==> config.mk <==
export PLATFORM = sky130hd
export DESIGN_NAME = pwm_capture
export DESIGN_NICKNAME = d
export VERILOG_FILES = /design/src/rtl/pwm_capture_pkg.sv /design/src/rtl/pwm_edge_detect.sv /design/src/rtl/pwm_capture.sv
export SDC_FILE = /design/constraint.sdc
export NUM_CORES = 1
export LEC_CHECK = 0
export CORE_MARGIN = 1.5
export CORE_UTILIZATION = 51
export CTS_CLUSTER_SIZE = 40
export DETAILED_ROUTE_END_ITERATION = 10
export PLACE_DENSITY = 0.74
export SLEW_MARGIN = 30
export SYNTH_ARGS = -nofsm -noshare
export SYNTH_HDL_FRONTEND = slang
export SYNTH_SLANG_ARGS = --single-unit
==> constraint.sdc <==
create_clock -name clk -period 3.9 [get_ports clk]
set_input_delay 1.17 -clock clk [delete_from_list [all_inputs] [get_ports clk]]
set_output_delay 1.17 -clock clk [all_outputs]
set_load 0.02 [all_outputs]
==> src/rtl/pwm_capture_pkg.sv <==
// Shared types and constants for the PWM capture block: FSM states, default
// counter width and the counter saturation value.
package pwm_capture_pkg;

  typedef enum logic [1:0] {StIdle, StSync, StHigh, StLow} state_e;

  localparam int unsigned DefaultW = 9;

  function automatic int unsigned sat_max(int unsigned w);
    return (32'd1 << w) - 32'd1;
  endfunction

endpackage

==> src/rtl/pwm_edge_detect.sv <==
// Input stage for pwm_capture: optional 2-flop synchronizer (PWM_CAPTURE_SYNC_EN),
// the s / s_d sample registers and the rise/fall strobes derived from them.
module pwm_edge_detect (
  input  logic clk,
  input  logic rst,
  input  logic pwm_in,
  output logic s,
  output logic rise,
  output logic fall
);

  logic s_in;
  logic s_q;
  logic s_d_q;

`ifdef PWM_CAPTURE_SYNC_EN
  logic [1:0] sync_q;

  always_ff @(posedge clk or posedge rst) begin
    if (rst) begin
      sync_q <= '0;
    end else begin
      sync_q <= {sync_q[0], pwm_in};
    end
  end

  assign s_in = sync_q[1];
`else
  // Only safe when pwm_in is already launched from clk-domain logic.
  assign s_in = pwm_in;
`endif

  always_ff @(posedge clk or posedge rst) begin
    if (rst) begin
      s_q   <= 1'b0;
      s_d_q <= 1'b0;
    end else begin
      s_q   <= s_in;
      s_d_q <= s_q;
    end
  end

  assign s    = s_q;
  assign rise = s_q & ~s_d_q;
  assign fall = ~s_q & s_d_q;

endmodule

==> src/rtl/pwm_capture.sv <==
// Measures high time and rise-to-rise period of pwm_in in clk cycles, with a
// timeout that flags a waveform stuck at 0% or 100% duty.
module pwm_capture
  import pwm_capture_pkg::*;
#(
  parameter int unsigned W = DefaultW
) (
  input  logic         clk,
  input  logic         rst,
  input  logic         en,
  input  logic         pwm_in,
  output logic [W-1:0] high_time,
  output logic [W-1:0] period,
  output logic         valid,
  output logic         stuck,
  output logic         stuck_lvl
);

  localparam logic [W-1:0] SatMax = W'(sat_max(W));
  localparam logic [W-1:0] One    = W'(1);

  logic s;
  logic rise;
  logic fall;

  pwm_edge_detect u_edge (
    .clk    (clk),
    .rst    (rst),
    .pwm_in (pwm_in),
    .s      (s),
    .rise   (rise),
    .fall   (fall)
  );

  state_e       state_q, state_d;
  logic [W-1:0] hi_q, hi_d;
  logic [W-1:0] per_q, per_d;
  logic [W-1:0] high_time_q, high_time_d;
  logic [W-1:0] period_q, period_d;
  logic         valid_q, valid_d;
  logic         stuck_q, stuck_d;
  logic         stuck_lvl_q, stuck_lvl_d;

  always_comb begin
    state_d     = state_q;
    hi_d        = hi_q;
    per_d       = per_q;
    high_time_d = high_time_q;
    period_d    = period_q;
    valid_d     = 1'b0;
    stuck_d     = stuck_q;
    stuck_lvl_d = stuck_lvl_q;

    if (!en) begin
      state_d = StIdle;
      hi_d    = '0;
      per_d   = '0;
    end else begin
      unique case (state_q)
        StIdle: begin
          hi_d    = '0;
          per_d   = '0;
          state_d = StSync;
        end
        StSync: begin
          if (rise) begin
            state_d = StHigh;
            hi_d    = One;
            per_d   = One;
          end
        end
        StHigh: begin
          if (per_q == SatMax) begin
            stuck_d     = 1'b1;
            stuck_lvl_d = s;
            state_d     = StSync;
          end else begin
            per_d = per_q + One;
            if (fall) begin
              state_d = StLow;
            end else if (hi_q != SatMax) begin
              hi_d = hi_q + One;
            end
          end
        end
        StLow: begin
          // A closing rise takes priority over a timeout in the same cycle.
          if (rise) begin
            high_time_d = hi_q;
            period_d    = per_q;
            valid_d     = 1'b1;
            stuck_d     = 1'b0;
            state_d     = StHigh;
            hi_d        = One;
            per_d       = One;
          end else if (per_q == SatMax) begin
            stuck_d     = 1'b1;
            stuck_lvl_d = s;
            state_d     = StSync;
          end else begin
            per_d = per_q + One;
          end
        end
        default: state_d = StIdle;
      endcase
    end
  end

  always_ff @(posedge clk or posedge rst) begin
    if (rst) begin
      state_q     <= StIdle;
      hi_q        <= '0;
      per_q       <= '0;
      high_time_q <= '0;
      period_q    <= '0;
      valid_q     <= 1'b0;
      stuck_q     <= 1'b0;
      stuck_lvl_q <= 1'b0;
    end else begin
      state_q     <= state_d;
      hi_q        <= hi_d;
      per_q       <= per_d;
      high_time_q <= high_time_d;
      period_q    <= period_d;
      valid_q     <= valid_d;
      stuck_q     <= stuck_d;
      stuck_lvl_q <= stuck_lvl_d;
    end
  end

  assign high_time = high_time_q;
  assign period    = period_q;
  assign valid     = valid_q;
  assign stuck     = stuck_q;
  assign stuck_lvl = stuck_lvl_q;

endmodule

# Word-level counts from Yosys, hierarchy flattened
# Index checks and enable logic that the tools add are counted.
# Widths: inputs -> output; s select.
[word_totals] out_inout_bits=21 ff_bits=43 word_cells=63
[op_classes] n_mux=26 n_reduce_logical=8 addsub=2 n_bitwise=4 eq_ne=13
[ops] cell="$mux 9" count=8
[ops] cell="$pmux 9 s4" count=1
[ops] cell="$pmux 9 s3" count=1
[ops] cell="$add 9x1->9 const B" count=2
[ops] cell="$mux 2" count=6
[ops] cell="$ne 3x3->1 const B" count=4
[ops] cell="$eq 9x9->1 const B" count=1
[ops] cell="$ne 9x9->1 const B" count=1
[ops] cell="$reduce_and 3->1" count=3
[ops] cell="$ne 4x4->1 const B" count=2
[ops] cell="$pmux 2 s4" count=1
[ops] cell="$mux 1" count=7
[ops] cell="$eq 2x2->1 const B" count=2
[ops] cell="$pmux 1 s2" count=2
[ops] cell="$reduce_and 4->1" count=1
[ops] cell="$ne 3x2->1 const B" count=1
[ops] cell="$and 1x1->1" count=2
[ops] cell="$eq 2x1->1 const B" count=1
[ops] cell="$logic_not 2->1" count=1
[ops] cell="$ne 2x2->1 const B" count=1
[ops] cell="$not 1->1" count=2
[ops] cell="$reduce_and 2->1" count=1
[ops] cell="$reduce_bool 2->1" count=1
[ops] cell="$reduce_or 2->1" count=1

# Longest topological paths before layout
# Gate-level depths: netlist (run 1).
[depth] word_depth=6 depth_mapped=8

# Cells and area by module
# From an unflattened synthesis (run 1), not the netlist that was laid out.
[hier_totals] cells_unflattened=211 area_unflattened_um2=2010.7
[by_module_without_submodules] module="pwm_capture" cells_each=206 n_inst=1 area_per_inst_um2=1941.9
[by_module_without_submodules] module="pwm_edge_detect" cells_each=5 n_inst=1 area_per_inst_um2=68.8

# Least setup slack after synthesis (run 1)
# No wires, ideal clock.
[synth_path] path_type="input to register" from="input port en" to="register period_q[4], in the netlist period[4]" required_ns=3.772 arrival_time_ns=2.057 path_stages=4 setup_slack_ns=1.716 path_cell_list="nand2_1 -> nor2_4 -> buf_6 -> mux2_1"
[synth_between] elab_chain_cells=1
[synth_lines] item="start, declared" line_no="pwm_capture.sv:10" text="input logic en,"
[synth_lines] item="$reduce_and 3->1 (no source line)"
[synth_lines] item="end signal, assigned" line_no="pwm_capture.sv:124" text="period_q <= period_d;"
[synth_lines] item="end, declared" line_no="pwm_capture.sv:39" text="logic [W-1:0] period_q, period_d;"
# No other way between the ends.
# A chain may end at the register's enable or synchronous reset.

# Worst setup path in the final report (run 1)
[layout_path] from="input port en" to="register high_time_q[3], in the netlist high_time[3]"
[layout_between] elab_chain_cells=1
[layout_lines] item="$reduce_and 3->1 (no source line)"
[layout_lines] item="end signal, assigned" line_no="pwm_capture.sv:123" text="high_time_q <= high_time_d;"
[layout_lines] item="end, declared" line_no="pwm_capture.sv:38" text="logic [W-1:0] high_time_q, high_time_d;"
# No other way between the ends.

==> load_flow_metrics.sql, run 1 <==
INSERT INTO impl_metrics (metric_group, metric, value, unit) VALUES
('outcome', 'status', 'completed', ''),
('yosys', 'synth-warning-count', '0', ''),
('place', 'place.gp.congestion', '0.894', ''),
('yosys', 'synth_area_leader_cell', 'dfrtp_1', ''),
('critical_path', 'critical_path_class', 'in2reg', ''),
('critical_path', 'critical_path_buf_inv_count', '1', ''),
('grt', 'grt_pass1_wl', '7010', 'um'),
('layout', 'fin_nets', '212', ''),
('routing', 'vias_per_cell', '5.88', ''),
('routing', 'routed_wire_length_per_instance', '15.8', 'um'),
('routing', 'detail_route.wirelength', '4050', 'um'),
('power', 'power.density', '320', 'nW/um2'),
('yosys', 'avgSynthCellArea', '11.8', 'um2'),
('critical_path', 'worst_r2r_path_depth', '8', ''),
('place', 'dpl-instance-area', '2360', 'um2'),
('routing', 'detail_route.iter0.violations', '80', ''),
('cts', 'cts_inserted_buffers', '5', ''),
('yosys', 'yosys_top_cell_area_share', '51.3', '%'),
('timing', 'fin_crit_sh', '70.5', '%'),
('critical_path', 'cp.depth', '4', ''),
('critical_path', 'critical_path_arrival', '2.93', 'ns'),
('layout', 'layout.cell_area.non_filler', '2440', 'um2'),
('layout', 'regArea', '1080', 'um2'),
('critical_path', 'crit_slowest_cell', 'clkdlybuf4s50_1', ''),
('critical_path', 'timing.critical_path.fanout_max', '19', ''),
('power', 'cellLeakagePower', '1.05', 'nW'),
('grt', 'total_global_routing_overflow', '0', ''),
('grt', 'grt_antenna_before_repair', '0', ''),
('job', 'maxCapViolCount', '0', ''),
('layout', 'multi_input_area', '948', 'um2'),
('yosys', 'netlist_instances', '178', ''),
('floorplan', 'die_height', '67.1', 'um'),
('yosys', 'post_synthesis_register_bit_count', '43', ''),
('yosys', 'synth_top_cells_by_area', 'dfrtp_1 (51%), mux2_1 (11%), a21oi_1 (3.3%), ha_1 (1.8%), nand2_1 (1.8%)', ''),
('floorplan', 'io_pins', '25', ''),
('grt', 'grtUsageTotal', '21.0', '%'),
('timing', 'slew_headroom', '46.6', '%'),
('timing', 'finalClockSkew', '0.00646', 'ns'),
('floorplan', 'row_count', '23', ''),
('cts', 'worstSkewPairLatency', '0.29', 'ns'),
('layout', 'syn2layout_area_growth', '16.6', '%'),
('cts', 'ctsLongestPathBuffers', '2', ''),
('layout', 'antenna_cells_inserted', '0', ''),
('hold_path', 'worstHoldPathType', 'reg2reg', ''),
('timing', 'final_period_minus_worst_setup_slack', '2.75', 'ns'),
('cts', 'holdBufCountCts', '0', ''),
('timing', 'final_number_of_hold_violating_endpoints', '0', ''),
('layout', 'final_layout_size_suffix_gt1_share', '12.1', '%'),
('timing', 'grt_setup_unrepaired', 'false', ''),
('yosys', 'synth.yosys.seq_area_share', '51.3', '%'),
('floorplan', 'core_area', '3970', 'um2'),
('floorplan', 'start_util', '52.8', '%'),
('critical_path', 'slowest_stage_delay_on_critical_path', '0.60', 'ns'),
('timing', 'worstMarginPinSlew', '0.796', 'ns'),
('timing', 'timing.final.setup_violations', '0', ''),
('floorplan', 'chipWidth', '67.1', 'um'),
('critical_path', 'worst_setup_path_end_kind', 'register', ''),
('timing', 'timing.final.ws_setup', '1.15', 'ns'),
('cts', 'cts_post_setup_buffers_inserted', '0', ''),
('yosys', 'syn-num-nets', '185', ''),
('place', 'port_buffers', '24', ''),
('critical_path', 'cp_top_family', 'simple AND/OR/NAND/NOR gates', ''),
('cts', 'cts_htree_levels', '2', ''),
('cts', 'worst_setup_hold_path_clk_slew', '0.08', 'ns'),
('timing', 'maximum_clock_rate', '364', 'MHz'),
('yosys', 'synth_cell_types', '52', ''),
('routing', 'drt_pass1_iterations', '4', ''),
('critical_path', 'worst_setup_sp_type', 'primary input', ''),
('grt', 'first_global_vias', '1480', ''),
('cts', 'cts_root_cell', 'clkbuf_8', ''),
('place', 'detailed_place_hpwl', '2850', 'um');
-- layout by cell type (no fill, tap or decap), drive strengths merged, types with 2 or more instances in the layout --
master,synthesis,final
or4,5,5
dfrtp,43,43
mux2,20,20
or3,3,3
clkbuf,0,5
a21oi,14,14
clkinv,0,3
o41ai,2,2
nand4,4,4
o31ai,7,7
ha,3,3
nor2,11,11
nand2,11,11
o21ai,6,6
nor3b,2,2
or2,2,2
nor4,2,2
nand2b,3,3
nand3,5,5
o21a,3,3
clkdlybuf4s50,0,24
inv,7,7
nor3,3,3
and2,2,2
-- sequential cells by signal, summed over array words and instances (netlist names) --
| name | cells |
|---|---|
| u_edge.s_d_q | 1 |
| state_q | 2 |
| stuck_lvl | 1 |
| valid | 1 |
| period | 9 |
| per_q | 9 |
| u_edge.s | 1 |
| stuck | 1 |
| hi_q | 9 |
| high_time | 9 |
-- power by group --
part | internal [mW] | switching, mW | total, mW | leakage [nW]
Combinational | 0.0178 | 0.0339 | 0.0517 | 0.411
Clock | 0.122 | 0.147 | 0.269 | 0.0477
Sequential | 0.451 | 0.00900 | 0.460 | 0.592
Total | 0.592 | 0.190 | 0.781 | 1.05
-- worst reg2reg max path, delay by kind of cell, from the launching register on --
| kind | cells | cell delay (ns) |
|---|---|---|
| simple gates | 3 | 0.60 |
| flops | 1 | 0.44 |
| compound gates | 2 | 0.37 |
| mux | 1 | 0.33 |
| fa+ha+maj | 1 | 0.14 |
| buf+inv | 1 | 0.08 |
-- layer usage --
layer / vias to the layer above / GRT usage, % / share of wire, %
li1: 714 / - / -
met4: 0 / 9.69 / 2.1
met3: 7 / 4.05 / 4.0
met5: - / 0 / 0
met2: 36 / 33.8 / 49
met1: 747 / 27.4 / 44
-- synth_stat cells, drive strengths merged --
master and n:
dfrtp 43, mux2 20, a21oi 14, nand2 11, nor2 11, inv 7, o31ai 7, o21ai 6
buf 5, nand3 5, or4 5, nand4 4, ha 3, nand2b 3, nor3 3, o21a 3
or3 3, and2 2, nor3b 2, nor4 2, o41ai 2, or2 2, a211oi 1, a41oi 1
and2b 1, and3 1, and3b 1, mux2i 1, nand4b 1, o2111ai 1, o211ai 1, o22a 1
o22ai 1, o311a 1, o311ai 1, o31a 1, xnor2 1
-- final timing paths --
path	from	to	slack, ns
setup / recovery	en	high_time[3]$_DFFE_PP0P_	1.15
max in group asynchronous	rst	per_q[2]$_DFFE_PP0P_	2.22
min in group asynchronous	rst	period[8]$_DFFE_PP0P_	1.31
hold reg to reg	u_edge.s$_DFF_PP0_	u_edge.s_d_q$_DFF_PP0_	0.48
setup reg to reg	hi_q[2]$_DFFE_PP0P_	hi_q[8]$_DFFE_PP0P_	1.83
hold / removal	u_edge.s$_DFF_PP0_	u_edge.s_d_q$_DFF_PP0_	0.48
-- stage by stage --
step	total power, mW	instances	hold slack (ns)
detailed placement	0.522	248	0.474
global placement	0.519	248	0.467
global route	0.816	256	0.506
floorplan	0.505	178	0.427
finish	0.781	256	0.483
CTS	0.792	256	0.492
-- kinds of logic (layout without fill, tap and decap cells) --
| kind of cell | after synthesis | count (layout) | synth area share, % |
|---|---|---|---|
| compound gates | 41 | 41 | 15.1 |
| xor+xnor | 1 | 1 | 0.418 |
| fa+ha+maj | 3 | 3 | 1.79 |
| buf+inv | 12 | 40 | 3.46 |
| flops | 43 | 43 | 51.3 |
| mux | 21 | 21 | 11.2 |
| simple gates | 57 | 57 | 16.7 |
-- cell type report --
cell class              instances  share of cell area (%)
clock buffers                   5                    2.81
clock inverters                 3                   0.614
inverters                       7                    1.07
multi-input cells             123                    38.8
flip-flops and latches         43                    44.0
well taps                      50                    2.56
repair buffers                 25                    10.1
No activity file was read; power rests on OpenSTA's default activity.
==> inputs of run 2 (changes only) <==
Clock period 3.9 ns to 2.75 ns, I/O delays scaled along.
==> run 2 against run 1 <==
- global-route usage up 0.30 points
- utilization rose by 2.5 points
- non-clock buffer count is 6 higher
- count of clock-buffer cells in the layout stayed put
- largest cell class unchanged
- highest routed layer unchanged
==> load_flow_metrics.sql, run 2 (synthesized netlist as in run 1, its figures left out) <==
INSERT INTO impl_metrics (metric_group, metric, value, unit) VALUES
('place', 'placement.setup.worst_slack', '0.153', 'ns'),
('power', 'power.density', '515', 'nW/um2'),
('cts', 'cts_inserted_buffers', '5', ''),
('timing', 'finalClockSkew', '0.00777', 'ns'),
('grt', 'total_global_routing_overflow', '0', ''),
('power', 'total_power', '1.31', 'mW'),
('grt', 'grt_antenna_before_repair', '0', ''),
('critical_path', 'worst_setup_path_end_kind', 'register', ''),
('timing', 'fin_crit_sh', '83.3', '%'),
('routing', 'routed_wire_length_per_instance', '15.5', 'um'),
('cts', 'ctsLongestPathBuffers', '2', ''),
('place', 'detailed_place_hpwl', '2940', 'um'),
('critical_path', 'critical_path_buf_inv_count', '1', ''),
('cts', 'clock_net_sink_count', '43', ''),
('layout', 'commonest_non_fill_non_tap_cells_in_the_layout', 'dfrtp_1 (43), clkdlybuf4s50_1 (24), mux2_1 (20), a21oi_1 (14), nand2_1 (10)', ''),
('timing', 'grt_setup_unrepaired', 'false', ''),
('cts', 'cts_root_cell', 'clkbuf_8', ''),
('timing', 'timing.final.ws_setup', '0.460', 'ns'),
('timing', 'final_number_of_hold_violating_endpoints', '0', ''),
('critical_path', 'slowest_stage_delay_on_critical_path', '0.59', 'ns'),
('place', 'port_buffers', '24', ''),
('timing', 'timing.setup.tns', '0', 'ns'),
('timing', 'timing.final.setup_violations', '0', ''),
('power', 'cellLeakagePower', '1.10', 'nW'),
('timing', 'maximum_clock_rate', '437', 'MHz'),
('hold_path', 'worstHoldPathType', 'reg2reg', ''),
('critical_path', 'critical_path_arrival', '2.47', 'ns'),
('timing', 'timing_max_transition_violations_final', '0', ''),
('cts', 'cts_post_setup_buffers_inserted', '0', ''),
('routing', 'vias_per_cell', '5.85', ''),
('timing', 'slew_headroom', '45.1', '%'),
('outcome', 'status', 'completed', ''),
('grt', 'first_global_vias', '1494', ''),
('cts', 'worstSkewPairLatency', '0.30', 'ns'),
('layout', 'fin_nets', '218', ''),
('job', 'maxCapViolCount', '0', ''),
('floorplan', 'die_height', '67.1', 'um'),
('cts', 'tritoncts', 'yes', ''),
('timing', 'fin_worst_hold_slack', '0.487', 'ns'),
('floorplan', 'io_pins', '25', ''),
('layout', 'syn2layout_area_growth', '21.2', '%'),
('routing', 'vias', '1532', ''),
('critical_path', 'timing.critical_path.fanout_max', '7', ''),
('critical_path', 'cp_top_family', 'buffers and inverters', ''),
('floorplan', 'start_util', '52.8', '%'),
('layout', 'antenna_cells_inserted', '0', ''),
('place', 'place.gp.congestion', '0.864', ''),
('layout', 'layout.cells.most_common', 'dfrtp_1', ''),
('grt', 'grt_pass1_wl', '7130', 'um'),
('cts', 'cts_resized', '0', ''),
('grt', 'grtUsageTotal', '21.3', '%'),
('routing', 'antenna_violating_nets_left', '0', ''),
('floorplan', 'core_area', '3970', 'um2'),
('critical_path', 'cp.required', '2.93', 'ns'),
('critical_path', 'critical_path_class', 'in2reg', ''),
('routing', 'drt_pass1_iterations', '4', ''),
('floorplan', 'die_footprint', '4510', 'um2'),
('floorplan', 'row_count', '23', ''),
('layout', 'finalCoreUtilization', '64.0', '%'),
('cts', 'holdBufCountCts', '0', ''),
('critical_path', 'worst_setup_sp_type', 'primary input', ''),
('critical_path', 'crit_slowest_cell', 'clkdlybuf4s50_1', ''),
('routing', 'detail_route.iter0.violations', '112', ''),
('timing', 'worstMarginPinSlew', '0.819', 'ns'),
('critical_path', 'path_cells', 'clkdlybuf4s50_1, nand2_1, o21ai_2, o21a_2, mux2_1', ''),
('layout', 'fill_cells', '296', ''),
('power', 'peakVddDrop', '0.000346', 'V'),
('timing', 'final_period_minus_worst_setup_slack', '2.29', 'ns'),
('routing', 'detail_route.wirelength', '4050', 'um'),
('cts', 'cts_htree_levels', '2', ''),
('floorplan', 'chipWidth', '67.1', 'um'),
('layout', 'final_layout_size_suffix_gt1_share', '14.6', '%'),
('cts', 'worst_setup_hold_path_clk_slew', '0.08', 'ns'),
('grt', 'grt_max_degree', '44', ''),
('routing', 'route.detailed.drc', '0', '');
[run 2: changes by cell type in the layout (fill, tap and decap cells not counted), sizes merged]
cell,change
clkinv,-3
clkinvlp,+1
bufinv,+2
buf,+6
[run 2: path summary, 6_finish.rpt]
| kind | from | end | slack, ns | depth (start not counted) |
|---|---|---|---|---|
| max | en | hi_q[8]$_DFFE_PP0P_ | 0.46 | 5 |
| min | high_time[7]$_DFFE_PP0P_ | high_time[7]$_DFFE_PP0P_ | 0.49 | 1 |
| max reg2reg | hi_q[0]$_DFFE_PP0P_ | hi_q[6]$_DFFE_PP0P_ | 0.68 | 8 |
| min reg2reg | high_time[7]$_DFFE_PP0P_ | high_time[7]$_DFFE_PP0P_ | 0.49 | 1 |
| max in group asynchronous | rst | period[2]$_DFFE_PP0P_ | 1.42 | 3 |
| min in group asynchronous | rst | valid$_DFF_PP0_ | 0.96 | 3 |
[run 2: layer usage]
| metal | wire, um | track usage, % | part of all wire (%) | vias up |
|---|---|---|---|---|
| met3 | 177 | 5.74 | 4.4 | 7 |
| met1 | 1880 | 28.6 | 46 | 749 |
| li1 | - | - | - | 729 |
| met2 | 1930 | 32.9 | 48 | 47 |
| met4 | 65 | 8.16 | 1.6 | 0 |
| met5 | 0 | 0 | 0 | - |
[run 2: power breakdown]
group,internal [mW],total [mW],leakage (nW),switching [mW]
clock,0.362,0.578,0.0644,0.216
sequential,0.640,0.653,0.592,0.0128
combinational,0.0295,0.0774,0.441,0.0479
[run 2: through the flow]
stage | instances | area, um2
after floorplan | 178 | 2100
after global placement | 254 | 2410
after detailed placement | 254 | 2410
after CTS | 262 | 2540
after global routing | 262 | 2540
final | 262 | 2540
[run 2: final cells by class]
class / count / area (um2) / share of cell area, %
clock buffer: 5 / 68.8 / 2.71
clock inverter: 3 / 67.6 / 2.66
inverter: 7 / 26.3 / 1.03
multi-input combinational: 123 / 948 / 37.3
sequential: 43 / 1080 / 42.3
tap: 50 / 62.6 / 2.46
timing repair buffer: 31 / 293 / 11.5
==> inputs of run 3 (changes only) <==
Clock period 2.75 ns to 2.4 ns, I/O delays scaled along.
==> run 3 against run 2 <==
- critical path depth is 1 higher
- power is 2.3% higher
- final cell count grew 2.3%
- global-route usage grew 0.082 points
- non-clock buffer count rose by 6
- via count hardly changed
- clock skew is 0.0027 ns lower
- utilization rose by 0.22 points
- largest power group unchanged
==> load_flow_metrics.sql, run 3 (synthesized netlist as in run 1, its figures left out) <==
INSERT INTO impl_metrics (metric_group, metric, value, unit) VALUES
('grt', 'grt_pass1_wl', '7110', 'um'),
('floorplan', 'row_count', '23', ''),
('routing', 'drt_pass1_iterations', '4', ''),
('timing', 'maximum_clock_rate', '474', 'MHz'),
('place', 'port_buffers', '24', ''),
('grt', 'first_global_vias', '1519', ''),
('timing', 'grt_setup_unrepaired', 'false', ''),
('critical_path', 'path_cells', 'clkdlybuf4s50_1, nand2_1, nor3_1, buf_4, or4_1, a21oi_1', ''),
('power', 'total_power', '1.34', 'mW'),
('critical_path', 'critical_path_arrival', '2.33', 'ns'),
('cts', 'clock_net_sink_count', '43', ''),
('floorplan', 'core_area', '3970', 'um2'),
('routing', 'vias_per_cell', '5.72', ''),
('place', 'dpl-instance-area', '2450', 'um2'),
('hold_path', 'worstHoldPathType', 'reg2reg', ''),
('timing', 'finalClockSkew', '0.00509', 'ns'),
('critical_path', 'cp.required', '2.62', 'ns'),
('cts', 'ctsLongestPathBuffers', '2', ''),
('critical_path', 'timing.critical_path.fanout_max', '6', ''),
('critical_path', 'worst_setup_sp_type', 'primary input', ''),
('cts', 'cts_htree_levels', '2', ''),
('grt', 'grt_max_degree', '44', ''),
('routing', 'routed_wire_length_per_instance', '15.5', 'um'),
('critical_path', 'cp_top_family', 'simple AND/OR/NAND/NOR gates', ''),
('timing', 'final_number_of_hold_violating_endpoints', '0', ''),
('routing', 'vias', '1533', ''),
('job', 'maxCapViolCount', '0', ''),
('place', 'place.gp.congestion', '0.876', ''),
('timing', 'timing.final.setup_violations', '0', ''),
('timing', 'timing.setup.tns', '0', 'ns'),
('place', 'placedCellCount', '260', ''),
('layout', 'fill_cells', '308', ''),
('cts', 'cts_root_cell', 'clkbuf_8', ''),
('cts', 'worstSkewPairLatency', '0.30', 'ns'),
('floorplan', 'io_pins', '25', ''),
('power', 'power.density', '525', 'nW/um2'),
('power', 'peakVddDrop', '0.000373', 'V'),
('layout', 'antenna_cells_inserted', '0', ''),
('layout', 'fin_nets', '224', ''),
('grt', 'grtUsageTotal', '21.4', '%'),
('cts', 'cts_resized', '0', ''),
('routing', 'detail_route.wirelength', '4150', 'um'),
('cts', 'cts_inserted_buffers', '5', ''),
('timing', 'timing_max_transition_violations_final', '0', ''),
('timing', 'slew_headroom', '64.5', '%'),
('routing', 'route.detailed.drc', '0', ''),
('outcome', 'status', 'completed', ''),
('layout', 'final_layout_size_suffix_gt1_share', '16.5', '%'),
('power', 'cellLeakagePower', '1.11', 'nW'),
('floorplan', 'start_util', '52.8', '%'),
('floorplan', 'die_height', '67.1', 'um'),
('timing', 'fin_crit_sh', '88.0', '%'),
('critical_path', 'crit_slowest_cell', 'or4_1', ''),
('place', 'placement.setup.worst_slack', '-0.00493', 'ns'),
('layout', 'number_of_cells_in_the_finished_layout_apart_from_fillers', '268', ''),
('layout', 'syn2layout_area_growth', '21.7', '%'),
('critical_path', 'critical_path_class', 'in2reg', ''),
('critical_path', 'slowest_stage_delay_on_critical_path', '0.48', 'ns'),
('floorplan', 'chipWidth', '67.1', 'um'),
('routing', 'antenna_violating_nets_left', '0', ''),
('cts', 'worst_setup_hold_path_clk_slew', '0.08', 'ns'),
('critical_path', 'worst_setup_path_end_kind', 'register', ''),
('cts', 'holdBufCountCts', '0', ''),
('grt', 'grt_antenna_before_repair', '0', ''),
('timing', 'worstMarginPinSlew', '0.533', 'ns'),
('floorplan', 'die_footprint', '4510', 'um2'),
('layout', 'commonest_non_fill_non_tap_cells_in_the_layout', 'dfrtp_1 (43), clkdlybuf4s50_1 (24), mux2_1 (20), a21oi_1 (14), buf_4 (13)', ''),
('cts', 'tritoncts', 'yes', ''),
('critical_path', 'critical_path_buf_inv_count', '2', ''),
('cts', 'cts_post_setup_buffers_inserted', '0', ''),
('timing', 'final_period_minus_worst_setup_slack', '2.11', 'ns'),
('layout', 'layout.cells.most_common', 'dfrtp_1', ''),
('grt', 'total_global_routing_overflow', '0', ''),
('timing', 'timing.final.ws_setup', '0.289', 'ns'),
('routing', 'detail_route.iter0.violations', '69', ''),
('place', 'detailed_place_hpwl', '3010', 'um'),
('layout', 'layout.cell_area.non_filler', '2550', 'um2');
## run 3: cell count changes in the layout (fill, tap and decap cells not counted)
cell,delta
buf_4,+6
bufinv_16,-2
clkbuf_8,+2
clkbuf_1,+1
clkinvlp_4,-1
## run 3: final cells by class
class	instances	area, um2	share of cell area [%]
Multi-Input combinational cell	123	948	37.2
Sequential cell	43	1080	42.2
Inverter	7	26.3	1.03
Timing Repair Buffer	37	338	13.2
Clock buffer	8	100	3.92
Tap cell	50	62.6	2.45
## run 3: final timing paths
check                               startpoint                      to  slack (ns)  cells after the start
min                         u_edge.s$_DFF_PP0_  u_edge.s_d_q$_DFF_PP0_        0.48                      0
max in group asynchronous                  rst     hi_q[0]$_DFFE_PP0P_        1.17                      3
max                                         en    per_q[5]$_DFFE_PP0P_        0.29                      6
min in group asynchronous                  rst    per_q[8]$_DFFE_PP0P_        0.86                      3
max reg2reg                hi_q[2]$_DFFE_PP0P_     hi_q[8]$_DFFE_PP0P_        0.33                      8
min reg2reg                 u_edge.s$_DFF_PP0_  u_edge.s_d_q$_DFF_PP0_        0.48                      0
## run 3: power by group
group	internal, mW	switching, mW	leakage, nW
Combinational	0.0386	0.0564	0.469
Sequential	0.734	0.0137	0.592
Clock	0.262	0.234	0.0515
## run 3: routing by layer
layer	up-vias	track usage (%)	wire [um]
met1	769	28.4	1920
li1	735	-	-
met5	-	0	0
met2	23	33.0	2050
met3	6	5.07	121
met4	0	9.95	64
## run 3: per-stage QoR
step	util, %	hold WS, ns
floorplan	-	0.427
global placement	61.7	0.464
detailed placement	61.7	0.474
CTS	64.2	0.491
global route	64.2	0.514
finish	64.2	0.483
